`src/rtl/identifier_regs.sv`:
```
// AXI4-Lite identifier block: magic word, version, build ID, uptime, name string and a scratch register.
// Software reads it to discover the bitstream; the scratch register is a bus-integrity target.
module identifier_regs #(
    parameter                NAME          = "TEST",
    parameter int            NAME_WORDS    = 4,
    parameter logic [7:0]    MAJOR_VERSION = 8'd1,
    parameter logic [7:0]    MINOR_VERSION = 8'd0,
    parameter logic [15:0]   PATCH_VERSION = 16'd0,
    parameter logic [31:0]   BUILD_ID      = 32'h0,
    parameter int            ADDR_WIDTH    = 8,
    parameter logic [31:0]   UPTIME_RESET  = 32'h0
) (
    input  logic                  aclk,
    input  logic                  areset,
    input  logic                  ctrl_awvalid,
    output logic                  ctrl_awready,
    input  logic [ADDR_WIDTH-1:0] ctrl_awaddr,
    input  logic                  ctrl_wvalid,
    output logic                  ctrl_wready,
    input  logic [31:0]           ctrl_wdata,
    input  logic [3:0]            ctrl_wstrb,
    output logic                  ctrl_bvalid,
    input  logic                  ctrl_bready,
    output logic [1:0]            ctrl_bresp,
    input  logic                  ctrl_arvalid,
    output logic                  ctrl_arready,
    input  logic [ADDR_WIDTH-1:0] ctrl_araddr,
    output logic                  ctrl_rvalid,
    input  logic                  ctrl_rready,
    output logic [31:0]           ctrl_rdata,
    output logic [1:0]            ctrl_rresp
);

    localparam int                   NAME_BITS   = 32 * NAME_WORDS;
    localparam logic [NAME_BITS-1:0] NAME_VEC    = NAME_BITS'(NAME);
    localparam logic [31:0]          MAGIC       = 32'h49444E54;
    localparam logic [31:0]          VERSION     = {MAJOR_VERSION, MINOR_VERSION, PATCH_VERSION};
    localparam logic [4:0]           NAME_CNT    = 5'(NAME_WORDS);
    localparam int                   EXT_W       = (ADDR_WIDTH > 8) ? ADDR_WIDTH : 8;
    localparam logic [1:0]           RESP_OKAY   = 2'b00;
    localparam logic [1:0]           RESP_SLVERR = 2'b10;

    typedef enum logic {R_IDLE, R_RESP} rstate_t;
    typedef enum logic {W_IDLE, W_RESP} wstate_t;

    rstate_t     r_state_q;
    wstate_t     w_state_q;
    logic        arready_q, rvalid_q, bvalid_q;
    logic [31:0] rdata_q;
    logic [1:0]  rresp_q, bresp_q;
    logic [31:0] scratch_q, scratch_d;
    logic [31:0] uptime_q, uptime_d;

    logic [EXT_W-1:0] ar_ext, aw_ext;
    logic [31:0]      rd_data_d;
    logic [1:0]       rd_resp_d;
    logic             w_fire, aw_is_scratch;
    logic [31:0]      name_word [16];
    logic             unused_addr_bits;

    assign ar_ext           = EXT_W'(ctrl_araddr);
    assign aw_ext           = EXT_W'(ctrl_awaddr);
    assign unused_addr_bits = ^{ar_ext[1:0], aw_ext[1:0]};

    // Name word k carries the leftmost characters first, so word 0 sits at the MSB end of NAME_VEC.
    for (genvar g = 0; g < 16; g++) begin : g_name
        if (g < NAME_WORDS) begin : g_used
            assign name_word[g] = NAME_VEC[32*(NAME_WORDS-g)-1 -: 32];
        end else begin : g_pad
            assign name_word[g] = '0;
        end
    end

    always_comb begin
        rd_data_d = '0;
        rd_resp_d = RESP_OKAY;
        if (ar_ext[EXT_W-1:5] == '0) begin
            case (ar_ext[4:2])
                3'd0:    rd_data_d = MAGIC;
                3'd1:    rd_data_d = VERSION;
                3'd2:    rd_data_d = BUILD_ID;
                3'd3:    rd_data_d = uptime_q;
                3'd4:    rd_data_d = scratch_q;
                3'd5:    rd_data_d = 32'(NAME_WORDS);
                default: rd_resp_d = RESP_SLVERR;
            endcase
        end else if (ar_ext[EXT_W-1:7] == '0 && ar_ext[6] && ({1'b0, ar_ext[5:2]} < NAME_CNT)) begin
            rd_data_d = name_word[ar_ext[5:2]];
        end else begin
            rd_resp_d = RESP_SLVERR;
        end
    end

    // Both channels must be valid together; the ready pulse is the acceptance itself.
    assign w_fire        = (w_state_q == W_IDLE) && ctrl_awvalid && ctrl_wvalid;
    assign aw_is_scratch = (aw_ext[EXT_W-1:5] == '0) && (aw_ext[4:2] == 3'd4);

    always_comb begin
        scratch_d = scratch_q;
        if (w_fire && aw_is_scratch) begin
            for (int b = 0; b < 4; b++) begin
                if (ctrl_wstrb[b]) begin
                    scratch_d[8*b +: 8] = ctrl_wdata[8*b +: 8];
                end
            end
        end
    end

    assign uptime_d = uptime_q + 32'd1;

    always_ff @(posedge aclk) begin
        if (areset) begin
            scratch_q <= '0;
            uptime_q  <= UPTIME_RESET;
        end else begin
            scratch_q <= scratch_d;
            uptime_q  <= uptime_d;
        end
    end

    // Read data is captured at the AR handshake, so a concurrent scratch write is not visible yet.
    always_ff @(posedge aclk) begin
        if (areset) begin
            r_state_q <= R_IDLE;
            arready_q <= 1'b1;
            rvalid_q  <= 1'b0;
            rdata_q   <= '0;
            rresp_q   <= RESP_OKAY;
        end else begin
            case (r_state_q)
                R_IDLE: begin
                    if (ctrl_arvalid) begin
                        r_state_q <= R_RESP;
                        arready_q <= 1'b0;
                        rvalid_q  <= 1'b1;
                        rdata_q   <= rd_data_d;
                        rresp_q   <= rd_resp_d;
                    end
                end
                R_RESP: begin
                    if (ctrl_rready) begin
                        r_state_q <= R_IDLE;
                        arready_q <= 1'b1;
                        rvalid_q  <= 1'b0;
                    end
                end
                default: r_state_q <= R_IDLE;
            endcase
        end
    end

    always_ff @(posedge aclk) begin
        if (areset) begin
            w_state_q <= W_IDLE;
            bvalid_q  <= 1'b0;
            bresp_q   <= RESP_OKAY;
        end else begin
            case (w_state_q)
                W_IDLE: begin
                    if (w_fire) begin
                        w_state_q <= W_RESP;
                        bvalid_q  <= 1'b1;
                        bresp_q   <= aw_is_scratch ? RESP_OKAY : RESP_SLVERR;
                    end
                end
                W_RESP: begin
                    if (ctrl_bready) begin
                        w_state_q <= W_IDLE;
                        bvalid_q  <= 1'b0;
                    end
                end
                default: w_state_q <= W_IDLE;
            endcase
        end
    end

    assign ctrl_arready = arready_q;
    assign ctrl_rvalid  = rvalid_q;
    assign ctrl_rdata   = rdata_q;
    assign ctrl_rresp   = rresp_q;
    assign ctrl_awready = w_fire;
    assign ctrl_wready  = w_fire;
    assign ctrl_bvalid  = bvalid_q;
    assign ctrl_bresp   = bresp_q;

endmodule

```
`config.mk`:
```
export PLATFORM = sky130hd
export DESIGN_NAME = identifier_regs
export DESIGN_NICKNAME = d
export VERILOG_FILES = /design/src/rtl/identifier_regs.sv
export SDC_FILE = /design/constraint.sdc
export NUM_CORES = 1
export LEC_CHECK = 0
export ABC_AREA = 0
export ABC_CLOCK_PERIOD_IN_PS = 4000
export CAP_MARGIN = 20
export CORE_MARGIN = 3
export CORE_UTILIZATION = 25
export CTS_BUF_LIST = sky130_fd_sc_hd__clkbuf_8
export DETAILED_ROUTE_END_ITERATION = 6
export PLACE_DENSITY = 0.53
export SYNTH_ARGS = -nofsm -noshare
export SYNTH_HDL_FRONTEND = slang
export SYNTH_SLANG_ARGS = --single-unit
```
`constraint.sdc`:
```
create_clock -name aclk -period 4 [get_ports aclk]
set_clock_uncertainty 0.05 [all_clocks]
set_input_delay 0.8 -clock aclk [delete_from_list [all_inputs] [get_ports aclk]]
set_output_delay 0.8 -clock aclk [all_outputs]
set_load 0.005 [all_outputs]
```
==> impl_results.rst <==
.. list-table::
   :header-rows: 1

   * - Metric
     - Value
   * - Predominant post-synthesis flop cell
     - dfxtp_1
   * - Biggest cell delay along the critical path
     - 0.58 ns
   * - Final layout net count
     - 649
   * - Number of antenna violations at the first check in global routing
     - 0
   * - Cell taking the most area after synthesis
     - dfxtp_1
   * - Leakage power total
     - 2.21 nW
   * - Ports placed on the boundary
     - 100
   * - Launching element type of the critical path
     - primary input
   * - Nature of the critical path endpoint
     - output pin
   * - Die Y-Extent
     - 141 µm
   * - Number of pins exceeding their max-slew limit in the final report
     - 0
   * - Count of warnings emitted by yosys
     - 0
   * - Post-synthesis instance area
     - 0.00453 mm²
   * - Setup repair after global routing missed its margin
     - false
   * - Die span in x
     - 141 µm
   * - CP top delay family
     - buffers and inverters
   * - Async set-reset flop share out of synthesis
     - 0%
   * - Number of gates resized after cts
     - 0
   * - Fill cell count
     - 1809
   * - Slew of the pin with the lowest slew margin
     - 0.658 ns
   * - Final number of hold-violating endpoints
     - 0
   * - Synth top cells by count
     - 103 x dfxtp_1, 79 x nor2_1, 47 x a21oi_1
   * - Maximum number of pins on one net before global-route repair
     - 109
   * - Arrival time of the worst setup path
     - 2.19 ns
   * - Worst slew margin
     - 56.0%
   * - Sequential fraction of the synthesis area
     - 45.6%
   * - Setup TNS
     - 0 ns
   * - # Max-Cap Violations
     - 0
   * - Status
     - complete, no violations
   * - Synthesized instance count
     - 510
   * - Total power density per cell area
     - 325 mW/mm²
   * - Fin crit share
     - 76.1%
   * - Peak supply drop
     - 0.136 mV
   * - Setup violation total in the final timing report
     - 0
   * - Most common cell in the synthesized netlist
     - dfxtp_1
   * - CP max stage cell
     - clkdlybuf4s50_1
   * - Placement row count
     - 48
   * - Number of buffer cells added on primary ports
     - 93
   * - Number of buffers inserted during clock tree synthesis
     - 9
   * - Number of buffer and inverter instances along the worst setup path
     - 2
   * - Type of the setup path with the least slack
     - in -> out
   * - Number of distinct library cells after synthesis
     - 49
   * - Min-Delay Path Class
     - reg -> reg
   * - Number of DRC markers after the initial detailed-route iteration
     - 229
   * - Top post-synthesis cells by area
     - dfxtp_1 46%, mux2i_1 7.1%, nor2_1 6.6%
   * - Synth-to-layout area growth
     - 30.7%
   * - Maximum clock frequency
     - 329 MHz
   * - Design Area, Final
     - 0.00592 mm²
   * - Placer Congestion
     - 0.737
   * - Core area
     - 0.0175 mm²
   * - GRT Resource Usage Total
     - 13.0%
   * - Drc violations
     - 0
   * - CTS hold repair buffers
     - 0
   * - Fraction of final layout cells sized beyond drive strength 1
     - 7.58%
   * - CTS sink cnt
     - 103
   * - Later-pin clock latency in the skew report
     - 0.38 ns
   * - Total gr overflow
     - 0
   * - Number of flops mapped to enable cells by yosys
     - 0
   * - Total wirelength of the detailed-routed design
     - 13.0 mm
   * - Minimum clock period after layout
     - 3.04 ns
   * - Crit-path max FO
     - 10
   * - Maximum buffer depth of the clock tree
     - 2
   * - Total half-perimeter wirelength after legalization and detailed placement
     - 9.12 mm
   * - Diodes inserted
     - 0
   * - Via Count
     - 4029
   * - Drt wl/cell
     - 15.8 µm
   * - Portion of synthesized cell area occupied by the leading cell type
     - 45.6%
   * - Initial core utilization
     - 25.8%
   * - Master cell of the clock root buffer
     - clkbuf_8
   * - Die area
     - 0.0198 mm²
   * - First-pass GRT wire length
     - 20.6 mm
   * - Data required, critical path
     - 3.15 ns
   * - Setup Fix Bufs, Post-CTS
     - 0
   * - Mean number of vias per cell
     - 4.92
   * - Flip-flop and latch count after synthesis
     - 103
   * - Router iterations before antenna repair
     - 4
   * - Number of nets with antenna violations after detailed routing
     - 0
   * - Cells along the critical path
     - clkdlybuf4s50_1 > and3b_1 > clkdlybuf4s50_1
   * - # H-tree levels
     - 3
   * - Most numerous cell on the critical path
     - clkdlybuf4s50_1
   * - Via count of the first global-routing pass
     - 3924
   * - Clock transition at the registers of the reported paths
     - 0.09 ns
   * - Post-synthesis area per instance
     - 8.88 µm²
   * - Standard cell area after detailed placement
     - 0.00567 mm²
   * - Clock tree from TritonCTS
     - done
## routing by layer
layer / vias to the layer above / GRT usage [%] / share of wire, %
met5: - / 0 / 0
met2: 80 / 22.3 / 50
met1: 1930 / 16.4 / 45
li1: 2005 / - / -
met3: 14 / 2.70 / 3.9
met4: 0 / 3.77 / 1.2
## worst paths after layout
check	from	endpoint	slack [ns]	depth (start not counted)
setup / recovery	ctrl_wvalid	ctrl_awready	0.96	3
hold / removal	ctrl_rdata[10]$_SDFFE_PP0P_	ctrl_rdata[10]$_SDFFE_PP0P_	0.40	2
setup reg to reg	uptime_q[0]$_SDFF_PP0_	uptime_q[20]$_SDFF_PP0_	1.60	5
hold reg to reg	ctrl_rdata[10]$_SDFFE_PP0P_	ctrl_rdata[10]$_SDFFE_PP0P_	0.40	2
## cell type report
cell class | count | area (µm²) | area share [%]
Multi-Input combinational cell | 364 | 2290 | 38.7
Sequential cell | 103 | 2060 | 34.9
Timing Repair Buffer | 106 | 1050 | 17.7
Tap cell | 225 | 282 | 4.76
Clock buffer | 9 | 124 | 2.09
Clock inverter | 7 | 96.3 | 1.63
Inverter | 5 | 18.8 | 0.317
## metrics by stage
stage	utilization [%]	total power, mW	cells	hold WS [ns]	setup WS, ns
5_1_grt	33.7	2.00	819	0.425	0.895
3_5_place_dp	32.3	1.22	802	0.394	0.946
2_1_floorplan	-	1.13	511	0.378	1.77
4_1_cts	33.6	1.95	818	0.409	0.942
6_report	33.7	1.92	819	0.404	0.957
3_3_place_gp	32.3	1.22	802	0.393	0.970
## registers in the layout, indices dropped and copies added (netlist names)
register      flops
scratch_q        32
uptime_q         32
ctrl_rdata       32
ctrl_arready      1
w_state_q         1
ctrl_bvalid       1
r_state_q         1
ctrl_rvalid       1
ctrl_rresp        1
ctrl_bresp        1
## where the power goes
group / leakage (nW) / internal (mW) / switching [mW]
Combinational: 1.27 / 0.0803 / 0.0743
Sequential: 0.832 / 1.03 / 0.00818
Clock: 0.107 / 0.353 / 0.374
Total: 2.21 / 1.47 / 0.457
## kinds of logic (layout without fill, tap and decap cells)
family / after synthesis / after routing / synth area share (%)
AO/OA/AOI/OAI: 121 / 121 / 17.7
AND/OR/NAND/NOR: 193 / 193 / 22.0
buffers and inverters: 44 / 127 / 4.12
XOR/XNOR: 10 / 10 / 1.93
flip-flops: 103 / 103 / 45.6
adder cells (fa/ha/maj): 1 / 1 / 0.276
multiplexers: 37 / 37 / 8.32
other: 1 / 2 / 0.0828
## tightest hold or removal path, cell delays in order, from the launching register on
cell	delay, ns
dfxtp_1	0.32
nand2_1	0.05
a21oi_1	0.05
## placed cells by master, fill, tap and decap left out, types with 5 or more instances in the layout
master,n
a21oi_1,47
a221oi_1,5
a22o_1,19
a22oi_1,16
and2_1,12
buf_4,13
clkbuf_8,9
clkdlybuf4s50_1,92
dfxtp_1,103
inv_1,6
mux2_2,5
mux2i_1,32
nand2_1,14
nand3_1,22
nand4_1,11
nor2_1,79
nor2b_1,6
nor3_1,8
o21ai_0,18
o31ai_1,9
or3_1,5
or4_1,10
xor2_1,6
No activity file was read; power rests on OpenSTA's default activity.
==> RTL change 1: new RTL, same flow settings <==
The parameter `ADDR_WIDTH` goes from 8 to 7.
--- a/src/rtl/identifier_regs.sv
+++ b/src/rtl/identifier_regs.sv
@@ -7,7 +7,7 @@
     parameter logic [7:0]    MINOR_VERSION = 8'd0,
     parameter logic [15:0]   PATCH_VERSION = 16'd0,
     parameter logic [31:0]   BUILD_ID      = 32'h0,
-    parameter int            ADDR_WIDTH    = 8,
+    parameter int            ADDR_WIDTH    = 7,
     parameter logic [31:0]   UPTIME_RESET  = 32'h0
 ) (
     input  logic                  aclk,
Ports: changed (resized ctrl_araddr and ctrl_awaddr); port bits go from 100 to 98. No check against the original RTL was run, so the function may have changed too.
==> RTL change 1 against the original RTL <==
Fmax fell by 1.3%. Worst setup slack worse by 41 ps. Clock power is 23% lower. Sequential cell count stayed put. Synthesized cell count decreased by 0.78%. Area after synthesis rose by 1.2%. Routed wire length increased by 3.3%. Design area fell by 2.0%. Total power shrank 6.3%. Worst hold slack better by 4.5 ps. Critical endpoint unchanged. Highest routed layer unchanged.
==> RTL change 1: results (changes against the original RTL) <==
metric,value,unit,change
status,"finished, final reports clean",,unchanged
FF+latch area,2060,um^2,unchanged
post-DR wirelength/cell,16.7,um,was 15.8 um
Final clock-cell share,0.0263,,was 0.0372
Mean Syn Cell Area,9.06,um^2,was 8.88 um^2
nonclk inv count,3,,was 5
Longest Clk Path Bufs,2,,unchanged
R2R depth,4,,was 5
met2 Use GR,0.215,,was 0.223
clock slew at reported path FFs,90,ps,about the same
antenna violations before repair,0,,unchanged
Reg-to-Reg Start,uptime_q[4],,was uptime_q[0]
M1 WL,6.17,mm,was 5.84 mm
Met2 Wirelength,6.35,mm,was 6.47 mm
setup bufs post-CTS,0,,unchanged
leakage power,2.22,nW,was 2.21 nW
first-pass GRT wire length,21.1,mm,was 20.6 mm
via count,4005,,was 4029
Placed Instance Area,5640,um^2,was 5670 um^2
"Seq/Total Area, Yosys",0.450,,was 0.456
post-CTS sizing,0,,unchanged
port bufs,91,,was 93
met1 Use GR,0.179,,was 0.164
worst r2r dst,uptime_q[28],,was uptime_q[20]
ratio of cells with drive above 1 in the final layout,0.0691,,was 0.0758
initial drt markers,242,,was 229
HP Class,reg -> reg,,unchanged
dpl hpwl,9.80,mm,was 9.12 mm
vias in the first global route,3870,,was 3924
Final nets,634,,was 649
vias per cell,4.98,,was 4.92
Crit Path Max Fanout,10,,unchanged
maximum vdd ir drop,0.123,mV,was 0.136 mV
Net Sw Frac,0.249,,was 0.237
DR top layer,met4,,unchanged
worst setup path startpoint,ctrl_wvalid,,unchanged
#FFs+latches synth,103,,unchanged
Non-clk bufs,99,,was 106
Pre-antenna DRT Iters,5,,was 4
# clk buffers,9,,unchanged
Commonest cells post-synth,"dfxtp_1, nor2_1, a21oi_1",,unchanged
crit path to,ctrl_awready,,unchanged
Area contributors post-synth,"dfxtp_1, mux2i_1, nor2_1",,unchanged
dominant synthesized flop cell,dfxtp_1,,unchanged
Final Wtd Congestion,0.835,,was 0.737
Worst-Margin Slew,919,ps,was 658 ps
GR met3 Demand/Resource,0.0276,,was 0.0270
# placed instances,790,,was 802
multi-input logic area,2320,um^2,was 2290 um^2
fillers,1818,,was 1809
non-clk buf share,0.167,,was 0.177
met3 WL,771,um,was 504 um
Arrival @ worst endpoint,2230,ps,was 2190 ps
R2R setup slack,1810,ps,was 1600 ps
post-synth cell types,51,,was 49
clock latency on the worst-skew pair,370,ps,
Multi-Input Combinational,360,,was 364
P&R area growth vs syn,26.5,%,was 30.7%
largest net degree at the start of global routing,46,,was 109
GR Util All Layers,0.131,,was 0.130
==> RTL change 1: power groups by stage <==
stage | Sequential, W | Clock, W | Combinational (W)
2_1_floorplan | 0.00108 | 0 | 0.0000757
3_3_place_gp | 0.00108 | 0 | 0.000181
3_5_place_dp | 0.00108 | 0 | 0.000182
4_1_cts | 0.00106 | 0.000584 | 0.000183
5_1_grt | 0.00106 | 0.000622 | 0.000198
6_report | 0.00106 | 0.000563 | 0.000182
==> RTL change 1: critical path: stages <==
cell and delay [ps]:
clkdlybuf4s50_1 460, and3b_1 400, clkdlybuf4s50_1 580
==> RTL change 1: stage by stage <==
stage,setup slack (ps),hold slack [ps]
after floorplan,1700,378
after global placement,916,388
after detailed placement,916,395
after CTS,908,409
after global routing,841,442
final,916,409
==> RTL change 1: how the worst min path moves through the flow <==
stage,slack (ps),start,end,cells after the start
4_1_cts,410,ctrl_rdata[11],ctrl_rdata[11],2
3_3_place_gp,390,w_state_q,ctrl_bvalid,1
2_1_floorplan,380,w_state_q,ctrl_bvalid,1
3_5_place_dp,400,ctrl_rdata[27],ctrl_rdata[27],2
6_report,410,ctrl_rdata[10],ctrl_rdata[10],2
5_1_grt,440,ctrl_rdata[27],ctrl_rdata[27],2
==> RTL change 1: cells by family after synthesis <==
| logic type | count (synthesis) | synth area share |
|---|---|---|
| AOI/OAI and AO/OA | 130 | 0.182 |
| xor gates and xnor gates | 13 | 0.0248 |
| adders and majority gates | 1 | 0.00273 |
| buffers and inverters | 44 | 0.0448 |
| DFF | 103 | 0.450 |
| muxes | 33 | 0.0724 |
| other | 1 | 0.000818 |
| and+or+nand+nor | 181 | 0.223 |
==> RTL change 2: new RTL, same flow settings <==
Without the edit above. Reset style: asynchronous (`areset`), changed in 3 clocked blocks.
--- a/src/rtl/identifier_regs.sv
+++ b/src/rtl/identifier_regs.sv
@@ -108,7 +108,7 @@
 
     assign uptime_d = uptime_q + 32'd1;
 
-    always_ff @(posedge aclk) begin
+    always_ff @(posedge aclk or posedge areset) begin
         if (areset) begin
             scratch_q <= '0;
             uptime_q  <= UPTIME_RESET;
@@ -119,7 +119,7 @@
     end
 
     // Read data is captured at the AR handshake, so a concurrent scratch write is not visible yet.
-    always_ff @(posedge aclk) begin
+    always_ff @(posedge aclk or posedge areset) begin
         if (areset) begin
             r_state_q <= R_IDLE;
             arready_q <= 1'b1;
@@ -149,7 +149,7 @@
         end
     end
 
-    always_ff @(posedge aclk) begin
+    always_ff @(posedge aclk or posedge areset) begin
         if (areset) begin
             w_state_q <= W_IDLE;
             bvalid_q  <= 1'b0;
Check against the original RTL: differs if areset is asserted again (counterexample within 4 cycles, from zero or initial values and one cycle with areset high); with areset held inactive, the same outputs for 4 cycles.
==> RTL change 2 against the original RTL <==
Design area decreased by 1.1%. Area after synthesis decreased by 0.86%. Register-to-register slack better by 340 ps. Worst setup slack better by 130 ps. First-iteration DRC count down 3.5%. Total power shrank 0.29%. Routed wire length down 7.3%. Sequential cell count did not move. Critical path type unchanged.
==> RTL change 2: results (changes against the original RTL) <==
metric,value,unit,change
"Seq/Total Area, Yosys",0.575,,was 0.456
Final Wtd Congestion,0.728,,was 0.737
worst setup path startpoint,ctrl_wvalid,,unchanged
R2R setup slack,1940,ps,was 1600 ps
max_slew headroom,0.348,,was 0.560
Crit Path Max Fanout,6,,was 10
maximum vdd ir drop,0.122,mV,was 0.136 mV
DRT Wirelength,12.0,mm,was 13.0 mm
post-synth cell types,40,,was 49
GR Util All Layers,0.126,,was 0.130
P_comb,0.000191,W,was 0.000155 W
Area contributors post-synth,"dfrtp_1, mux2_2, xnor2_1",,"was dfxtp_1, mux2i_1, nor2_1"
ratio of cells with drive above 1 in the final layout,0.120,,was 0.0758
sequential power share,0.567,,was 0.542
Final nets,529,,was 649
GR met3 Demand/Resource,0.0417,,was 0.0270
Arrival @ worst endpoint,2070,ps,was 2190 ps
critical path's slowest cell,clkdlybuf4s50_1,,unchanged
Root Buffer,clkbuf_8,,unchanged
clock slew at reported path FFs,100,ps,
Reg-to-Reg Start,uptime_q[0],,unchanged
max incr delay on CP,550,ps,was 580 ps
worst r2r dst,uptime_q[20],,unchanged
dpl hpwl,8.19,mm,was 9.12 mm
largest net degree at the start of global routing,53,,was 109
initial drt markers,221,,was 229
met2 Use GR,0.196,,was 0.223
status,"finished, final reports clean",,unchanged
vias in the first global route,3439,,was 3924
Net Sw Frac,0.244,,was 0.237
setup bufs post-CTS,0,,unchanged
first-pass GRT wire length,19.2,mm,was 20.6 mm
met1 Use GR,0.171,,was 0.164
fillers,1772,,was 1809
via count,3289,,was 4029
dominant synthesized flop cell,dfrtp_1,,was dfxtp_1
Pre-antenna DRT Iters,4,,unchanged
Commonest cells post-synth,"dfrtp_1, nand2_1, o21ai_0",,"was dfxtp_1, nor2_1, a21oi_1"
asr flop ratio synth,1.00,,was 0
leakage power,2.62,nW,was 2.21 nW
-- RTL change 2: worst max-delay path: cells and delay by family --
kind                   cells  cell delay (ps)
buffers and inverters      2             1000
and+or+nand+nor            1              270
-- RTL change 2: final cells by class --
type	instances	area, um^2	share of cell area
clock inverter	4	27.5	0.00471
tap	225	282	0.0481
multi-input combinational	249	1780	0.305
timing repair buffer	98	981	0.168
clock buffer	12	165	0.0282
inverter	8	32.5	0.00556
sequential	103	2580	0.441
-- RTL change 2: kinds of logic after synthesis --
group                    after synthesis  synth area share
multiplexers                          32            0.0803
AO/OA/AOI/OAI                         85             0.127
adder cells (fa/ha/maj)                1           0.00279
other                                  1          0.000836
buffers and inverters                 28            0.0290
XOR/XNOR                              30            0.0585
AND/OR/NAND/NOR                       99             0.127
flip-flops                           103             0.575
-- RTL change 2: how the worst min path moves through the flow --
stage,start,endpoint,slack (ps),cells after the start
after floorplan,uptime_q[31],uptime_q[31],400,1
after global placement,ctrl_rdata[24],ctrl_rdata[24],420,2
after detailed placement,ctrl_bvalid,ctrl_bvalid,420,1
after CTS,uptime_q[31],uptime_q[31],440,1
after global routing,uptime_q[31],uptime_q[31],450,1
final,uptime_q[31],uptime_q[31],430,1
-- RTL change 2: metrics by stage --
step           setup slack (ps)  hold WS [ps]  power, W  cells  area (um^2)
2_1_floorplan               448           396   0.00118    380         4490
3_3_place_gp               1030           416   0.00130    683         5660
3_5_place_dp                922           419   0.00130    683         5660
4_1_cts                    1060           440   0.00196    699         5850
5_1_grt                    1030           449   0.00202    699         5850
6_report                   1080           430   0.00192    699         5850
-- RTL change 2: routing by layer --
metal | vias to the layer above | routed length (um)
li1 | 1533 | -
met1 | 1667 | 5560
met4 | 0 | 100
met2 | 80 | 5490
met3 | 9 | 866
met5 | - | 0
